[config.mk]
export PLATFORM = sky130hd
export DESIGN_NAME = load_store_unit
export DESIGN_NICKNAME = d
export VERILOG_FILES = /design/src/rtl/load_store_unit.sv
export SDC_FILE = /design/constraint.sdc
export NUM_CORES = 1
export LEC_CHECK = 0
export ABC_AREA = 1
export CAP_MARGIN = 15
export CORE_ASPECT_RATIO = 1.75
export CORE_MARGIN = 2
export CORE_UTILIZATION = 45
export DETAILED_ROUTE_END_ITERATION = 8
export PLACE_DENSITY = 0.75
export SLEW_MARGIN = 20
export SYNTH_ARGS = -nofsm -noshare
export SYNTH_HDL_FRONTEND = slang
export SYNTH_SLANG_ARGS = --single-unit
[constraint.sdc]
create_clock -name clk -period 1.4 [get_ports clk]
set_clock_uncertainty 0.2 [all_clocks]
set_input_delay 0.28 -clock clk [delete_from_list [all_inputs] [get_ports clk]]
set_output_delay 0.28 -clock clk [all_outputs]
set_load 0.05 [all_outputs]
[src/rtl/load_store_unit.sv]
// Load/store unit between the MIPS32 MEM stage and a word-wide data memory.
// Handles byte/halfword/word loads with extension, sub-word stores via
// read-modify-write, and flags misaligned or illegal requests.
module load_store_unit #(
  parameter int ADDR_W = 18,
  parameter int DATA_W = 32
) (
  input  logic              clk,
  input  logic              reset,
  input  logic              req_valid,
  input  logic              req_write,
  input  logic [1:0]        req_size,
  input  logic              req_unsigned,
  input  logic [ADDR_W-1:0] req_addr,
  input  logic [DATA_W-1:0] req_wdata,
  output logic              busy,
  output logic              done,
  output logic              addr_error,
  output logic [DATA_W-1:0] load_data,
  output logic [ADDR_W-1:0] mem_adress,
  output logic [DATA_W-1:0] mem_write_data,
  output logic              mem_write,
  output logic              mem_read,
  input  logic [DATA_W-1:0] mem_read_data
);

  typedef enum logic [2:0] {
    IDLE,
    RD1,
    RD2,
    WR,
    ERR
  } state_t;

  state_t            r_state;
  logic              r_write;
  logic [1:0]        r_size;
  logic              r_unsigned;
  logic [1:0]        r_off;
  logic [DATA_W-1:0] r_wdata;
  logic              r_mem_write;
  logic              r_mem_read;

  logic              w_misaligned;
  logic [7:0]        w_byte;
  logic [15:0]       w_half;
  logic [DATA_W-1:0] w_load_ext;
  logic [DATA_W-1:0] w_merged;

  // Strobes are forced low while reset is high so an in-flight write is aborted.
  assign mem_write = r_mem_write & ~reset;
  assign mem_read  = r_mem_read  & ~reset;

  // Classify the incoming request as misaligned or illegal.
  always_comb begin
    w_misaligned = 1'b0;
    case (req_size)
      2'b01:   w_misaligned = req_addr[0];
      2'b10:   w_misaligned = |req_addr[1:0];
      2'b11:   w_misaligned = 1'b1;
      default: w_misaligned = 1'b0;
    endcase
  end

  // Big-endian lane extraction/extension for loads and lane merge for sub-word stores.
  always_comb begin
    w_byte = '0;
    case (r_off)
      2'd0:    w_byte = mem_read_data[31:24];
      2'd1:    w_byte = mem_read_data[23:16];
      2'd2:    w_byte = mem_read_data[15:8];
      default: w_byte = mem_read_data[7:0];
    endcase
    w_half = r_off[1] ? mem_read_data[15:0] : mem_read_data[31:16];

    w_load_ext = mem_read_data;
    if (r_size == 2'b00) begin
      w_load_ext = r_unsigned ? {24'h000000, w_byte} : {{24{w_byte[7]}}, w_byte};
    end else if (r_size == 2'b01) begin
      w_load_ext = r_unsigned ? {16'h0000, w_half} : {{16{w_half[15]}}, w_half};
    end

    w_merged = mem_read_data;
    if (r_size == 2'b00) begin
      case (r_off)
        2'd0:    w_merged[31:24] = r_wdata[7:0];
        2'd1:    w_merged[23:16] = r_wdata[7:0];
        2'd2:    w_merged[15:8]  = r_wdata[7:0];
        default: w_merged[7:0]   = r_wdata[7:0];
      endcase
    end else if (r_off[1]) begin
      w_merged[15:0] = r_wdata[15:0];
    end else begin
      w_merged[31:16] = r_wdata[15:0];
    end
  end

  // Access sequencer with registered handshake and memory outputs.
  always_ff @(posedge clk) begin
    if (reset) begin
      r_state        <= IDLE;
      r_write        <= 1'b0;
      r_size         <= '0;
      r_unsigned     <= 1'b0;
      r_off          <= '0;
      r_wdata        <= '0;
      r_mem_write    <= 1'b0;
      r_mem_read     <= 1'b0;
      busy           <= 1'b0;
      done           <= 1'b0;
      addr_error     <= 1'b0;
      load_data      <= '0;
      mem_adress     <= '0;
      mem_write_data <= '0;
    end else begin
      done       <= 1'b0;
      addr_error <= 1'b0;
      case (r_state)
        IDLE: begin
          if (req_valid) begin
            busy       <= 1'b1;
            r_write    <= req_write;
            r_size     <= req_size;
            r_unsigned <= req_unsigned;
            r_off      <= req_addr[1:0];
            r_wdata    <= req_wdata;
            if (w_misaligned) begin
              r_state    <= ERR;
              done       <= 1'b1;
              addr_error <= 1'b1;
            end else begin
              mem_adress <= {req_addr[ADDR_W-1:2], 2'b00};
              if (req_write && req_size == 2'b10) begin
                r_state        <= WR;
                r_mem_write    <= 1'b1;
                mem_write_data <= req_wdata;
              end else begin
                r_state    <= RD1;
                r_mem_read <= 1'b1;
              end
            end
          end
        end
        RD1: r_state <= RD2;
        RD2: begin
          r_mem_read <= 1'b0;
          if (r_write) begin
            r_state        <= WR;
            r_mem_write    <= 1'b1;
            mem_write_data <= w_merged;
          end else begin
            r_state   <= IDLE;
            load_data <= w_load_ext;
            done      <= 1'b1;
            busy      <= 1'b0;
          end
        end
        WR: begin
          r_state     <= IDLE;
          r_mem_write <= 1'b0;
          done        <= 1'b1;
          busy        <= 1'b0;
        end
        ERR: begin
          r_state <= IDLE;
          busy    <= 1'b0;
        end
        default: begin
          r_state <= IDLE;
          busy    <= 1'b0;
        end
      endcase
    end
  end

endmodule
# After elaboration in Yosys (flattened, before gate mapping)
# Index checks and enable logic that the tools add are counted.
dict set report totals {
  elab_cells 92
  latch_bits 0
  romBits 0
  reg_bits 110
  input_bits 89
  mem_count 0
  ram_bits 0
  out_inout_bits 87
}
dict set report classes {
  eq_ne 15
  add_sub_neg 0
  magnitude_cmp 0
  n_shift 0
  n_bitwise 7
  n_mul 0
  n_reduce_logical 16
  muxes 40
  div 0
}
# op n
set ops {}
lappend ops {{two-way mux 32 bit} 9}
lappend ops {{one-hot mux 32 bit (2 select lines)} 1}
lappend ops {{two-way mux 16 bit} 3}
lappend ops {{two-way mux 8 bit} 4}
lappend ops {{one-hot mux 8 bit (3 select lines)} 1}
lappend ops {{two-way mux 1 bit} 12}
lappend ops {{inequality test 2 bit, second input constant} 6}
lappend ops {{one-hot mux 1 bit (3 select lines)} 4}
lappend ops {{AND reduction 5 bit} 2}
lappend ops {{one-hot mux 3 bit (3 select lines)} 1}
lappend ops {{equality test 2 x 1 -> 1 bit, second input constant} 3}
lappend ops {{equality test 2 bit, second input constant} 3}
lappend ops {{equality test 3 x 2 -> 1 bit, second input constant} 2}
lappend ops {{two-way mux 3 bit} 2}
lappend ops {{AND reduction 3 bit} 2}
lappend ops {{inverter 1 bit} 5}
lappend ops {{zero test 2 bit} 2}
lappend ops {{two-way mux 2 bit} 2}
lappend ops {{AND reduction 2 bit} 2}
lappend ops {{AND reduction 4 bit} 1}
lappend ops {{OR reduction 2 bit} 2}
lappend ops {{equality test 3 x 1 -> 1 bit, second input constant} 1}
lappend ops {{zero test 3 bit} 1}
lappend ops {{nonzero test 3 bit} 1}
lappend ops {{5 further kinds} 6}

# Depth between registers and ports, before layout
# Gate-level depths: netlist of the first run.
dict set report logic_depth {
  word_depth 6
  ltp_mapped 10
  depth_no_buf 8
}

# Worst setup path before layout of the first run
# Ideal clock, no wire load.
dict set report synth_timing {
  path_type {input port to output port}
  from {input reset}
  to {output mem_read}
  path_buffers 2
  cell_stages 3
  t_arrival_ps 1288
  path_slack_ps -368
  t_required_ps 920
  path_cell_list {clkbuf_1 clkbuf_1 nor2_1}
}
dict set report synth_between {
  elab_chain_len 2
}
# element line_no
set synth_rtl {}
lappend synth_rtl {{start, declared} 9} ;# input logic reset,
lappend synth_rtl {{inverter 1 bit} 52} ;# assign mem_read = r_mem_read & ~reset;
lappend synth_rtl {{AND 1 bit} 52}
lappend synth_rtl {{end, declared} 23} ;# output logic mem_read,
# No other way between the ends.

# Worst setup path in the final report of the first run
dict set report layout_timing {
  from {register r_state[2]}
  to {register mem_write_data[0]}
}
dict set report layout_between {
  elab_chain_len 3
  elab_cells_between_ends 9
  cone_classes {eq/ne: 5; mux: 1; reduce/logical: 3}
}
# element line_no
set layout_rtl {}
lappend layout_rtl {{start, declared} 35} ;# state_t r_state;
lappend layout_rtl {{start signal, assigned} 101} ;# r_state <= IDLE;
lappend layout_rtl {{start signal, assigned} 128} ;# r_state <= ERR;
lappend layout_rtl {{start signal, assigned} 134} ;# r_state <= WR;
lappend layout_rtl {{equality test 3 x 2 -> 1 bit / zero test 3 bit (equally long branches)} 118} ;# case (r_state)
lappend layout_rtl {{inequality test 2 bit (no source line) / nonzero test 2 bit (equally long branches)} --}
lappend layout_rtl {{AND reduction 5 bit (no source line)} --}
lappend layout_rtl {{end signal, assigned} 136} ;# mem_write_data <= req_wdata;
lappend layout_rtl {{end signal, assigned} 150} ;# mem_write_data <= w_merged;
lappend layout_rtl {{end, declared} 21} ;# output logic [DATA_W-1:0] mem_write_data,
# Parallel ways exist; a longest one is shown, timed or not.
# A chain may end at the register's enable or synchronous reset.

==> key figures, run 1 <==
STA
  – Final Hold Vio Count: 0
  – Maximum clock frequency: 585 MHz
  – Worst setup margin: -0.311 ns
  – Final min period: about 1.7 ns
  – RSZ-0062 raised after global routing: true
  – Final setup violation count: 109
  – Max-slew violations: 0
  – Sum Neg Setup Slack: -25.11 ns
  – Final Cycle Share: 1.22

Power
  – Peak supply drop: 0.608 mV
  – Sw Pwr: 3.94 mW
  – Pwr/cell area: 968 mW/mm^2
  – P_leak: just over 5 nW
  – Sw Ratio: 0.373
  – Part of the power in registers: 0.347
  – Total power: 10.6 mW
  – Combinational share of power: 0.413
  – Clock group share of total power: 0.240
  – Int Pwr: about 6.6 mW

Routing
  – Vias: 7979
  – Vias per inst: approximately 5.4
  – Pre-Repair DR Iteration Count: 5
  – DR iter-0 viols: 604
  – Routed wire per std cell: 16.8 um
  – Residual DRC count: 0
  – Post-route antenna net violation count: 0
  – Total wire length: 24900 um

Synthesis
  – Post-synthesis sequential area ratio: 0.336
  – Largest area contributor in the netlist: dfxtp_1
  – EDFF count, synth: 0
  – Synth area leaders: dfxtp_1, nand2_1, nand3_1
  – Ys Warns: 0
  – Synth top area share: 0.336
  – Post-Synthesis Cells: 1077
  – Mapped Avg Cell Area: ~6.1 sq um
  – Asr flop ratio synth: 0
  – Yosys reg bits: 110
  – Post-synthesis cell type count: 29
  – Main synth FF type: dfxtp_1
  – Mapped Area: approximately 0.0066 sq mm

Critical path
  – Most used cell, CP: nand2_1
  – FF-to-FF setup slack: -0.31 ns
  – Reg2Reg Depth: 9
  – CP max-delay cell: dfxtp_2
  – Setup crit start kind: flip-flop
  – CP endpoint kind: flip-flop
  – Peak fanout along the critical path: 16
  – Family with the most delay on the worst path: simple AND/OR/NAND/NOR gates
  – Crit Path Category: reg2reg
  – RR Endpoint: mem_write_data[0]$_SDFFE_PP0P_
  – Worst-path cell chain: nor2_4 -> nand2_2 -> inv_2 -> nand3_1 -> nand3_4 -> buf_6 -> nand2_1 -> nand2_1 -> nor2_1
  – CP required: around 1.5 ns
  – Max stage delay on crit path: 0.35 ns
  – RR Startpoint: r_state[2]$_SDFFE_PP0N_
  – Crit path DAT: 1.76 ns
  – Critical path buffers and inverters: 2

Clock network
  – CTS tree: done
  – Clk sink count: 110
  – Root Buffer: clkbuf_16
  – CTS clk-pin slew, worst paths: approximately 0.08 ns
  – H-Tree Depth: 3
  – CTS Buf Count: 9
  – Max clock buf depth: 2
  – Clk_lat worst skew: 0.36 ns

Worst hold path
  – Worst Hold Class: in2reg
  – Hold Path Depth: 3
  – Hold Crit Start: req_write
  – WHS Endpoint: r_write$_SDFFE_PP0P_

Die
  – Core area: roughly 0.014 sq mm
  – Row cnt: 58
  – Starting density of the core: 0.458
  – Die ar.: 0.0156 sq mm
  – I/O pin count: roughly 180
  – Die Ht: 164 um
  – DIE WIDTH: around 95 um

Global route
  – Antenna violations before repair: 0
  – Vias in the first global route: 7538
  – All-Layer GR Usage: 0.312
  – Overflow after GRT: 0
  – Pin count of the biggest net entering global routing: 65
  – First-pass GRT wire length: 37800 um

Finish
  – Post-route cell area: about 0.011 sq mm
  – Commonest non-fill, non-tap cell in the layout: nand2_1
  – Nets: 1390
  – Non-filler cells, final: 1486
  – Filler cells: 1000
  – Area taken by flip-flops and latches: 0.00228 sq mm
  – Area of the multi-input gates: 0.00392 sq mm
  – Antenna cells: 0
  – Area Overhead vs Synth: 66.7%
  – Share of layout cells above drive strength 1: 0.262
  – Commonest non-fill, non-tap cells in the layout: nand2_1, nand3_1, buf_12
  – Final Core Density: 0.764

Placement
  – Cell Area, Placed: approximately 0.0097 sq mm
  – PortBufs: 173
  – Total placed cells including tap cells: between 1000 and 1500
  – Placer congestion estimate: ~0.94
  – Hpwl dp: 16700 um

Run
  – Max_cap viols: 0

Run status
  – Failing checks: negative setup slack
  – Status: finished, violations left
-- per-layer routing --
metal	GRT usage	up-vias	share of wire
li1	-	3868	-
met1	0.336	3622	0.35
met2	0.544	396	0.52
met3	0.0655	93	0.064
met4	0.193	0	0.067
met5	0	-	0
-- sequential cells by signal (all words and copies together) (netlist names), 2 cells and up --
signal,flops
load_data,32
mem_write_data,32
mem_adress,16
r_wdata,16
r_state,3
r_off,2
r_size,2
-- kinds of logic after synthesis --
group,share of synthesized area
compound gates,0.115
buf+inv,0.120
flops,0.336
other cells,0.000572
simple gates,0.428
-- worst max path at each step --
stage                                       start                         endpoint  slack (ns)  cells after the start
after floorplan           r_state[2]$_SDFFE_PP0N_      mem_adress[10]$_SDFFE_PP0P_       -0.06                      9
after global placement                req_size[1]  mem_write_data[12]$_SDFFE_PP0P_       -0.58                      9
after detailed placement              req_size[1]  mem_write_data[13]$_SDFFE_PP0P_       -0.61                      9
after CTS                 r_state[2]$_SDFFE_PP0N_  mem_write_data[26]$_SDFFE_PP0P_       -0.25                      9
after global routing      r_state[2]$_SDFFE_PP0N_        load_data[1]$_SDFFE_PP0P_       -0.40                      8
final                     r_state[2]$_SDFFE_PP0N_   mem_write_data[0]$_SDFFE_PP0P_       -0.31                      9
-- per-stage QoR --
stage	setup WS (ns)	hold slack (ns)
floorplan	-0.0582	0.215
detailed placement	-0.612	0.281
global route	-0.398	0.107
finish	-0.311	0.0908
global placement	-0.580	0.264
CTS	-0.250	0.197
-- power groups by stage --
stage	sequential, mW	clock (mW)	combinational (mW)
after global placement	3.70	0	3.70
after floorplan	4.15	0	1.63
final	3.67	2.54	4.37
after CTS	3.65	2.56	4.12
after detailed placement	3.70	0	3.74
after global routing	3.70	2.69	4.64
-- layout make-up --
| type | count | share of cell area |
|---|---|---|
| timing repair inverter | 1 | 0.000573 |
| clock buffer | 10 | 0.0210 |
| sequential | 110 | 0.208 |
| multi-input combinational | 792 | 0.359 |
| tap | 180 | 0.0206 |
| timing repair buffer | 280 | 0.347 |
| clock inverter | 6 | 0.00470 |
| inverter | 107 | 0.0388 |
-- worst reg2reg max path, cell delays in order, from the launching register on --
cell and delay, ns:
dfxtp_2 0.35, nor2_4 0.14, nand2_2 0.11, inv_2 0.08
nand3_1 0.11, nand3_4 0.22, buf_6 0.23, nand2_1 0.07
nand2_1 0.06, nor2_1 0.04
-- cell usage after synthesis, types with 2 or more instances --
master,instances
nand3_1,154
clkbuf_1,19
buf_6,2
nand2_1,364
inv_1,98
nand3b_1,16
nor2_4,3
nor2_1,110
nand3_4,2
nor2_2,4
a31oi_1,8
o21a_1,24
buf_1,2
dfxtp_1,110
inv_2,8
o211ai_1,15
a21oi_1,34
buf_2,38
nand2_2,4
buf_4,12
o21ai_0,42
-- timing repair --
action                     4_1_cts  5_1_grt
hold buffers                     0        0
resized for setup               88       80
setup endpoints to repair      115      152
cloned                          11        4
pin swaps                       18        5
setup buffers                   18        7
Note: power is estimated with default switching activity, not from simulation.
==> run 2, diff against run 1 <==
--- a/config.mk
+++ b/config.mk
@@ -8,7 +8,7 @@
 export ABC_AREA = 1
 export CAP_MARGIN = 15
 export CORE_ASPECT_RATIO = 1.75
-export CORE_MARGIN = 2
+export CORE_MARGIN = 5
 export CORE_UTILIZATION = 45
 export DETAILED_ROUTE_END_ITERATION = 8
 export PLACE_DENSITY = 0.75
==> key figures, run 2 (same netlist as run 1, synthesis figures left out) <==
Run status
  – Status: finished, violations left
  – Failing checks: negative setup slack

Placement
  – Cell Area, Placed: 0.00982 sq mm (+0.82%)
  – Hpwl dp: 17100 um (+2.4%)
  – Placer congestion estimate: 0.910 (-3.0%)
  – PortBufs: 173 (unchanged)
  – Total placed cells including tap cells: 1439 (+0.63%)

Clock network
  – Clk sink count: 110 (unchanged)
  – Max clock buf depth: 2 (unchanged)
  – CTS Buf Count: 9 (unchanged)
  – Hold Buf Count CTS: 0 (unchanged)
  – Root Buffer: clkbuf_16
  – Clk_lat worst skew: 0.36 ns (about the same)
  – CTS tree: done
  – CTS clk-pin slew, worst paths: 0.08 ns (about the same)
  – H-Tree Depth: 3 (unchanged)

Critical path
  – Worst-path cell chain: nor2_4 -> o21ai_2 -> nor2_2 -> nand3_4 -> clkbuf_16 -> nand2_1 -> nand2_1 -> nor2_1
  – CP required: 1.49 ns (+0.04 ns)
  – Crit path DAT: 1.84 ns (+0.08 ns)
  – Most used cell, CP: nand2_1
  – Max stage delay on crit path: 0.34 ns (about the same)
  – Setup crit start kind: flip-flop
  – CP endpoint kind: flip-flop
  – Critical path buffers and inverters: 1 (-1)
  – RR Startpoint: r_state[2]$_SDFFE_PP0N_
  – Family with the most delay on the worst path: simple AND/OR/NAND/NOR gates
  – Crit Path Category: reg2reg
  – RR Endpoint: mem_write_data[19]$_SDFFE_PP0P_
  – FF-to-FF setup slack: -0.35 ns (-0.04 ns)
  – CP max-delay cell: dfxtp_2
  – Peak fanout along the critical path: 16 (unchanged)
  – Reg2Reg Depth: 8 (-1)

Die
  – Row cnt: 58 (unchanged)
  – I/O pin count: 176 (unchanged)
  – Starting density of the core: 0.456 (-0.00231)
  – Die Ht: 170 um (+3.7%)
  – Core area: 0.0144 sq mm (+0.51%)
  – DIE WIDTH: 101 um (+6.3%)
  – Die ar.: 0.0172 sq mm (+10%)

Routing
  – Total wire length: 28300 um (+13%)
  – DR iter-0 viols: 865 (+43%)
  – Pre-Repair DR Iteration Count: 6 (+1)
  – Vias per inst: 5.64 (+5.0%)
  – Residual DRC count: 0 (unchanged)
  – Vias: 8452 (+5.9%)
  – Routed wire per std cell: 18.9 um (+12%)
  – Post-route antenna net violation count: 0 (unchanged)

Power
  – Pwr/cell area: 961 mW/mm^2 (-0.71%)
  – Combinational share of power: 0.428 (+0.015)
  – Sw Pwr: 4.15 mW (+5.3%)
  – Clock group share of total power: 0.237 (-0.003)
  – Sw Ratio: 0.376 (+0.00353)
  – Int Pwr: 6.88 mW (+3.7%)
  – Peak supply drop: 0.691 mV (+14%)
  – P_leak: 5.35 nW (+4.5%)
  – Part of the power in registers: 0.335 (-0.012)

Global route
  – Overflow after GRT: 0 (unchanged)
  – Vias in the first global route: 8182 (+8.5%)
  – Antenna violations before repair: 2 (+2)
  – All-Layer GR Usage: 0.299 (-0.0137)
  – Pin count of the biggest net entering global routing: 65 (unchanged)
  – First-pass GRT wire length: 40800 um (+7.8%)

Worst hold path
  – WHS Endpoint: r_write$_SDFFE_PP0P_
  – Hold Path Depth: 3 (unchanged)
  – Worst Hold Class: in2reg
  – Hold Crit Start: req_write

Finish
  – Commonest non-fill, non-tap cells in the layout: nand2_1, nand3_1, buf_12
  – Area Overhead vs Synth: 75.2%
  – Post-route cell area: 0.0115 sq mm (+5.1%)
  – Non-filler cells, final: 1499 (+0.87%)
  – Share of layout cells above drive strength 1: 0.328 (+0.0661)
  – Biggest regs: load_data x32, mem_write_data x32
  – Commonest non-fill, non-tap cell in the layout: nand2_1
  – Nets: 1401 (+0.79%)

STA
  – Final min period: 1.75 ns (+0.0387 ns)
  – Final Cycle Share: 1.25 (+0.0276)
  – RSZ-0062 raised after global routing: true
  – Maximum clock frequency: 572 MHz (-2.2%)
  – Final setup violation count: 112 (+2.8%)
  – Worst setup margin: -0.350 ns (-0.0387 ns)
  – Final Hold Vio Count: 0 (unchanged)
  – Max-slew violations: 0 (unchanged)

Run
  – Max_cap viols: 0 (unchanged)
-- run 2: changes by cell type in the layout (fill, tap and decap cells not counted), moves of 7 or more --
| cell | previous run | this run |
|---|---|---|
| a21oi_1 | 29 | 11 |
| a21oi_2 | 5 | 23 |
| buf_16 | 2 | 9 |
| buf_6 | 20 | 30 |
| dfxtp_1 | 54 | 47 |
| dfxtp_2 | 54 | 61 |
| nand2_1 | 351 | 320 |
| nand2_2 | 8 | 23 |
| nand2_4 | 8 | 24 |
| o21ai_0 | 24 | 16 |
| o21ai_1 | 14 | 6 |
| o21ai_2 | 5 | 21 |
-- run 2: worst max-delay path by stage --
stage / to / startpoint / depth (start not counted)
global placement: mem_write_data[18]$_SDFFE_PP0P_ / req_size[1] / 9
detailed placement: mem_write_data[23]$_SDFFE_PP0P_ / req_size[1] / 9
floorplan: mem_adress[10]$_SDFFE_PP0P_ / r_state[2]$_SDFFE_PP0N_ / 9
CTS: load_data[29]$_SDFFE_PP0P_ / r_off[1]$_SDFFE_PP0P_ / 10
finish: mem_write_data[19]$_SDFFE_PP0P_ / r_state[2]$_SDFFE_PP0N_ / 8
global route: mem_write_data[19]$_SDFFE_PP0P_ / r_state[2]$_SDFFE_PP0N_ / 8
-- run 2: metrics by stage --
stage / utilization / TNS [ns] / hold WS, ns / worst slack, ns / power, mW
after global routing: 0.799 / -34.66 / 0.0924 / -0.425 / 11.5
after global placement: 0.684 / -46.92 / 0.263 / -0.585 / 7.45
after detailed placement: 0.684 / -49.80 / 0.270 / -0.638 / 7.51
final: 0.799 / -27.44 / 0.0799 / -0.350 / 11.0
after floorplan: - / -2.82 / 0.215 / -0.0582 / 5.78
after CTS: 0.762 / -20.61 / 0.192 / -0.256 / 10.6
-- run 2: final cells by class --
| cell class | instances | area (sq um) |
|---|---|---|
| Fill cell | 910 | 2890 |
| Multi-Input combinational cell | 788 | 4180 |
| Tap cell | 180 | 225 |
| Clock buffer | 11 | 243 |
| Sequential cell | 110 | 2290 |
| Timing Repair Buffer | 296 | 4080 |
| Antenna cell | 2 | 5.00 |
| Clock inverter | 5 | 48.8 |
| Inverter | 107 | 418 |
-- run 2: power by group through the flow --
| stage | Combinational, mW | Clock (mW) | Sequential [mW] |
|---|---|---|---|
| 2_1_floorplan | 1.63 | 0 | 4.15 |
| 3_3_place_gp | 3.76 | 0 | 3.69 |
| 3_5_place_dp | 3.81 | 0 | 3.70 |
| 4_1_cts | 4.32 | 2.62 | 3.65 |
| 5_1_grt | 4.99 | 2.74 | 3.72 |
| 6_report | 4.72 | 2.61 | 3.70 |
-- run 2: metal layers --
layer / vias up / global-route usage / share of wire
met2: 560 / 0.529 / 0.51
met4: 0 / 0.200 / 0.084
met5: - / 0 / 0
met1: 3815 / 0.307 / 0.32
met3: 192 / 0.0642 / 0.089
li1: 3885 / - / -
-- run 2: repair_timing --
item                                    in CTS  in global routing
gates cloned                                11                  5
endpoints found under the setup margin     121                151
setup buffers                               20                  7
pin swaps                                   38                 38
gates resized for setup                    151                135
-- run 2: worst min-delay path, delay by kind of cell --
kind	cells	cell delay, ns
buffers and inverters	1	0.14
AO/OA/AOI/OAI	2	0.19
==> run 3, diff against run 2 <==
--- a/config.mk
+++ b/config.mk
@@ -6,7 +6,7 @@
 export NUM_CORES = 1
 export LEC_CHECK = 0
 export ABC_AREA = 1
-export CAP_MARGIN = 15
+export CAP_MARGIN = 0
 export CORE_ASPECT_RATIO = 1.75
 export CORE_MARGIN = 5
 export CORE_UTILIZATION = 45
==> results of run 3 <==
The final DEF is identical to that of run 2; final timing and power are the same.
